## config.mk

```make
export PLATFORM = sky130hd
export DESIGN_NAME = rvfi_trace_buffer
export DESIGN_NICKNAME = d
export VERILOG_FILES = /design/src/rtl/rvfi_trace_buffer.sv
export SDC_FILE = /design/constraint.sdc
export NUM_CORES = 1
export LEC_CHECK = 0
export CORE_AREA = 5 5 210 415
export CTS_BUF_LIST = sky130_fd_sc_hd__clkbuf_4
export DETAILED_ROUTE_END_ITERATION = 10
export DIE_AREA = 0 0 215 420
export PLACE_DENSITY = 0.7
export SLEW_MARGIN = 20
export SYNTH_ARGS = -nofsm -noshare
export SYNTH_HDL_FRONTEND = slang
export SYNTH_SLANG_ARGS = --single-unit
```

## constraint.sdc

```tcl
create_clock -name clock -period 14.83 [get_ports clock]
set_input_delay 3.7075 -clock clock [delete_from_list [all_inputs] [get_ports clock]]
set_output_delay 3.7075 -clock clock [all_outputs]
set_load 0.005 [all_outputs]
```

## src/rtl/rvfi_trace_buffer.sv

```systemverilog
// Retirement trace FIFO: buffers retired instruction/PC pairs for a slow consumer,
// counting entries that had to be dropped and every retirement seen.
module rvfi_trace_buffer #(
    parameter int DEPTH = 8,
    parameter int XLEN  = 64
) (
    input  logic                     clock,
    input  logic                     reset,
    input  logic                     trs_valid,
    input  logic [31:0]              trs_instr,
    input  logic [XLEN-1:0]          trs_pc,
    input  logic                     clr,
    output logic                     out_valid,
    input  logic                     out_ready,
    output logic [31:0]              out_instr,
    output logic [XLEN-1:0]          out_pc,
    output logic [$clog2(DEPTH):0]   level,
    output logic                     overflow,
    output logic [15:0]              drop_count,
    output logic [63:0]              retire_count
);
    localparam int AW = $clog2(DEPTH);
    localparam int LW = AW + 1;
    localparam logic [LW-1:0] FULL_LEVEL = LW'(DEPTH);

    logic [31:0]     instrMem [DEPTH];
    logic [XLEN-1:0] pcMem    [DEPTH];

    logic [AW-1:0] wrPtr_q, wrPtr_d;
    logic [AW-1:0] rdPtr_q, rdPtr_d;
    logic [LW-1:0] level_q, level_d;
    logic          overflow_q, overflow_d;
    logic [15:0]   dropCount_q, dropCount_d;
    logic [63:0]   retireCount_q, retireCount_d;
    logic          doPush, doPop, doDrop;

    // A full FIFO still accepts a push when the head leaves in the same cycle.
    always_comb begin
        doPop         = (level_q != '0) && out_ready;
        doPush        = trs_valid && ((level_q != FULL_LEVEL) || doPop);
        doDrop        = trs_valid && !doPush;
        wrPtr_d       = wrPtr_q;
        rdPtr_d       = rdPtr_q;
        level_d       = level_q;
        overflow_d    = overflow_q;
        dropCount_d   = dropCount_q;
        retireCount_d = retireCount_q + 64'(trs_valid);
        if (clr) begin
            wrPtr_d     = '0;
            rdPtr_d     = '0;
            level_d     = '0;
            overflow_d  = 1'b0;
            dropCount_d = '0;
        end else begin
            if (doPush) wrPtr_d = wrPtr_q + 1'b1;
            if (doPop)  rdPtr_d = rdPtr_q + 1'b1;
            if (doPush && !doPop) begin
                level_d = level_q + 1'b1;
            end else if (doPop && !doPush) begin
                level_d = level_q - 1'b1;
            end
            if (doDrop) begin
                overflow_d = 1'b1;
                if (dropCount_q != 16'hFFFF) dropCount_d = dropCount_q + 1'b1;
            end
        end
    end

    always_ff @(posedge clock) begin
        if (reset) begin
            wrPtr_q       <= '0;
            rdPtr_q       <= '0;
            level_q       <= '0;
            overflow_q    <= 1'b0;
            dropCount_q   <= '0;
            retireCount_q <= '0;
        end else begin
            wrPtr_q       <= wrPtr_d;
            rdPtr_q       <= rdPtr_d;
            level_q       <= level_d;
            overflow_q    <= overflow_d;
            dropCount_q   <= dropCount_d;
            retireCount_q <= retireCount_d;
        end
    end

    // Storage has no reset; pointers alone define which slots are live.
    always_ff @(posedge clock) begin
        if (doPush && !clr && !reset) begin
            instrMem[wrPtr_q] <= trs_instr;
            pcMem[wrPtr_q]    <= trs_pc;
        end
    end

    assign out_valid    = (level_q != '0);
    assign out_instr    = instrMem[rdPtr_q];
    assign out_pc       = pcMem[rdPtr_q];
    assign level        = level_q;
    assign overflow     = overflow_q;
    assign drop_count   = dropCount_q;
    assign retire_count = retireCount_q;

endmodule
```

==> results_dict.tcl <==
set metrics [dict create \
    crit_buf_inv 3 \
    synth_top_family_by_area "multiplexers" \
    slew-limit-headroom_pct 29.6 \
    finClkSkew_ns 0.0610 \
    synth-compound-area-share_pct 1.45 \
    synthAdderAreaFrac_pct 0.363 \
    intPower_w 0.00375 \
    htree_num_levels 4 \
    seqPwrFrac_pct 55.8 \
    gp_congestion 0.867 \
    max_stage_delay_ns 0.84 \
    cts_buffers 189 \
    rsz0062_at_grt "no" \
    synth_flop_cell "edfxtp_1" \
    dp_hpwl_mm 45.3 \
    io_pins 283 \
    crit_family "buffers and inverters" \
    insertion_delay_ns 1.06 \
    drt_pass1_iterations 5 \
    holdWs_ns 0.461 \
    postCtsSetupBuffers 0 \
    core_area_mm2 0.0835 \
    min_path_type "reg2reg" \
    vias_per_cell 5.32 \
    setup_viol 0 \
    grt_usage_pct 16.9 \
    cts_tree "done" \
    combPwrFrac_pct 5.0 \
    vias 17423 \
    area_growth_pct 20.1 \
    nets 2163 \
    p_per_area_mw_per_mm2 120 \
    hold_depth 2 \
    grt-ovfl-total 0 \
    reg2reg_depth 5 \
    reg2reg_to "pcMem[3][7]" \
    holdCritStartpoint "overflow" \
    die_h_um 420 \
    ys_ff_latch 862 \
    synth.distinct_cells 45 \
    switchingPower_w 0.00102 \
    fmax_ghz 0.120 \
    nFillCells 6946 \
    leakage_nw 12.3 \
    critPathCaptureType "primary output" \
    drc 0 \
    layout_commonest_cell "edfxtp_1" \
    cap_viol_max_count 0 \
    cts_hold_buf 0 \
    status "complete, no violations" \
    async_flop_share_pct 0 \
    clockBufferDepth 3 \
    clk_pin_slew_ns 0.07 \
    antenna_found_initial 15 \
    wire_per_inst_um 23.1 \
    first_iter_violations 909 \
    reg2reg_from "level[0]" \
    p_clk_share_pct 39.1 \
    clock_sinks 862 \
    synth_fp_nets 1735 \
    critPathArrivalTime_ns 4.65 \
    grt_pass1_vias 19117 \
    placed_cells_incl_taps 2926 \
    synth_edf_count 768 \
    grt_pass1_wl_mm 115 \
    io_buffers 282 \
    yosys_warnings 0 \
    tns_ns 0 \
    start_kind "register" \
    critical_path_class "reg2out" \
    drive_above_1_share_pct 28.9 \
    chipWidth_um 215 \
    ir_drop_v 0.0000827 \
    ys_seq_area_share_pct 75.4 \
    ant_nets 0 \
    tightestPinTransition_ns 1.05 \
    start_util_pct 39.6 \
    synthXorXnorAreaFrac_pct 1.24 \
    syn_area_mm2 0.0331 \
    rrSetupSlack_ns 11.27 \
    final_cells 3274 \
    crit_path_max_fanout 54 \
    final_cell_mix "edfxtp_1, clkdlybuf4s50_1, clkbuf_4, mux4_2, mux2_2" \
    hold_viol_final 0 \
    yosys.area_share.simple_pct 4.07 \
    swShare_pct 21.4 \
    final.min_clock_period_ns 8.36 \
    syn_area_per_cell_um2 20.4 \
    cts_resized 0 \
    drv_slew 0 \
    synth.area.mux_share_pct 16.4 \
    critical_path.cell_chain "buf_4 -> buf_6 -> mux4_2 -> mux2_2 -> clkdlybuf4s50_1" \
    fp.dieArea_mm2 0.0903 \
    synthCells 1625 \
    worstHoldEndpoint "overflow" \
    worstPathRequired_ns 11.12 \
    grt_max_degree 71 \
    slowest_stage "buf_4" \
    root_buffer "clkbuf_4" \
    num_rows 150 \
    finalCritPeriodShare_pct 56.4 \
    wl_mm 75.5 \
]
synth_stat cells, drive strengths merged (3+ instances only):
cell | n | area, um2
or3 | 21 | 131
dfxtp | 94 | 1880
nor2 | 70 | 263
a21oi | 38 | 190
inv | 10 | 37.5
and2 | 3 | 18.8
ha | 8 | 100
nand3 | 46 | 248
and4 | 4 | 35.0
xnor2 | 20 | 175
nor3 | 7 | 40.0
or4 | 17 | 128
o31ai | 12 | 90.1
nand2 | 31 | 116
and3 | 6 | 37.5
buf | 21 | 111
o21ai | 21 | 105
edfxtp | 768 | 23100
nor4 | 9 | 92.6
nor2b | 3 | 18.8
nand4 | 27 | 169
mux4 | 192 | 4320
nand2b | 3 | 18.8
a211oi | 3 | 22.5
xor2 | 27 | 236
clkbuf | 52 | 196
o211ai | 4 | 30.0
mux2 | 96 | 1080
power by group through the flow:
| stage | clock network, W | logic, W | registers (W) |
|---|---|---|---|
| 5_1_grt | 0.00207 | 0.000261 | 0.00266 |
| 2_1_floorplan | 0 | 0.000123 | 0.00272 |
| 3_3_place_gp | 0 | 0.000239 | 0.00272 |
| 6_report | 0.00187 | 0.000241 | 0.00266 |
| 4_1_cts | 0.00194 | 0.000247 | 0.00266 |
| 3_5_place_dp | 0 | 0.000245 | 0.00272 |
how the worst max path moves through the flow:
stage	depth (start not counted)	end
floorplan	4	instrMem[2][0]
global placement	5	out_pc[35]
detailed placement	5	out_pc[35]
CTS	5	out_pc[35]
global route	5	out_pc[35]
finish	5	out_pc[35]
worst min-delay path, stage by stage (launching register included):
cell	delay (ns)
dfxtp_1	0.31
inv_1	0.05
a21oi_1	0.05
state kept, by name, summed over array words and instances, names as in the netlist, named ones only:
name	cells
level	4
pcMem	512
drop_count	16
overflow	1
rdPtr_q	3
wrPtr_q	3
retire_count	64
instrMem	256
per-layer routing:
| metal | share of wire [%] | GRT usage (%) | vias up |
|---|---|---|---|
| li1 | - | - | 7663 |
| met1 | 35 | 17.7 | 8983 |
| met2 | 55 | 31.0 | 610 |
| met3 | 6.8 | 5.78 | 159 |
| met4 | 3.1 | 6.66 | 8 |
| met5 | 0.053 | 0 | - |
area by class of cell:
| type | count | area [um2] | share of cell area, % |
|---|---|---|---|
| repair buffers | 310 | 3030 | 7.63 |
| clock buffers | 261 | 1960 | 4.93 |
| multi-input cells | 680 | 7840 | 19.7 |
| well taps | 1064 | 1330 | 3.35 |
| inverters | 10 | 37.5 | 0.0945 |
| clock inverters | 78 | 561 | 1.41 |
| diodes | 9 | 22.5 | 0.0567 |
| flip-flops and latches | 862 | 25000 | 62.8 |
logic make-up (layout without fill, tap and decap cells):
| family | Yosys count | count (layout) |
|---|---|---|
| DFF | 862 | 862 |
| muxes | 290 | 290 |
| and+or+nand+nor | 251 | 251 |
| AOI/OAI and AO/OA | 83 | 83 |
| buffers and inverters | 83 | 659 |
| xor gates and xnor gates | 47 | 47 |
| adders and majority gates | 9 | 9 |
| other | 0 | 9 |
per-stage QoR:
step / power (W) / utilization, % / worst slack (ns) / cell area [um2]
2_1_floorplan: 0.00284 / - / 3.31 / 33100
3_3_place_gp: 0.00296 / 44.5 / 7.14 / 37200
3_5_place_dp: 0.00296 / 44.5 / 7.04 / 37200
4_1_cts: 0.00486 / 47.5 / 5.79 / 39700
5_1_grt: 0.00500 / 47.6 / 5.90 / 39700
6_report: 0.00477 / 47.6 / 6.47 / 39700
(Power assumes the default switching activity.)
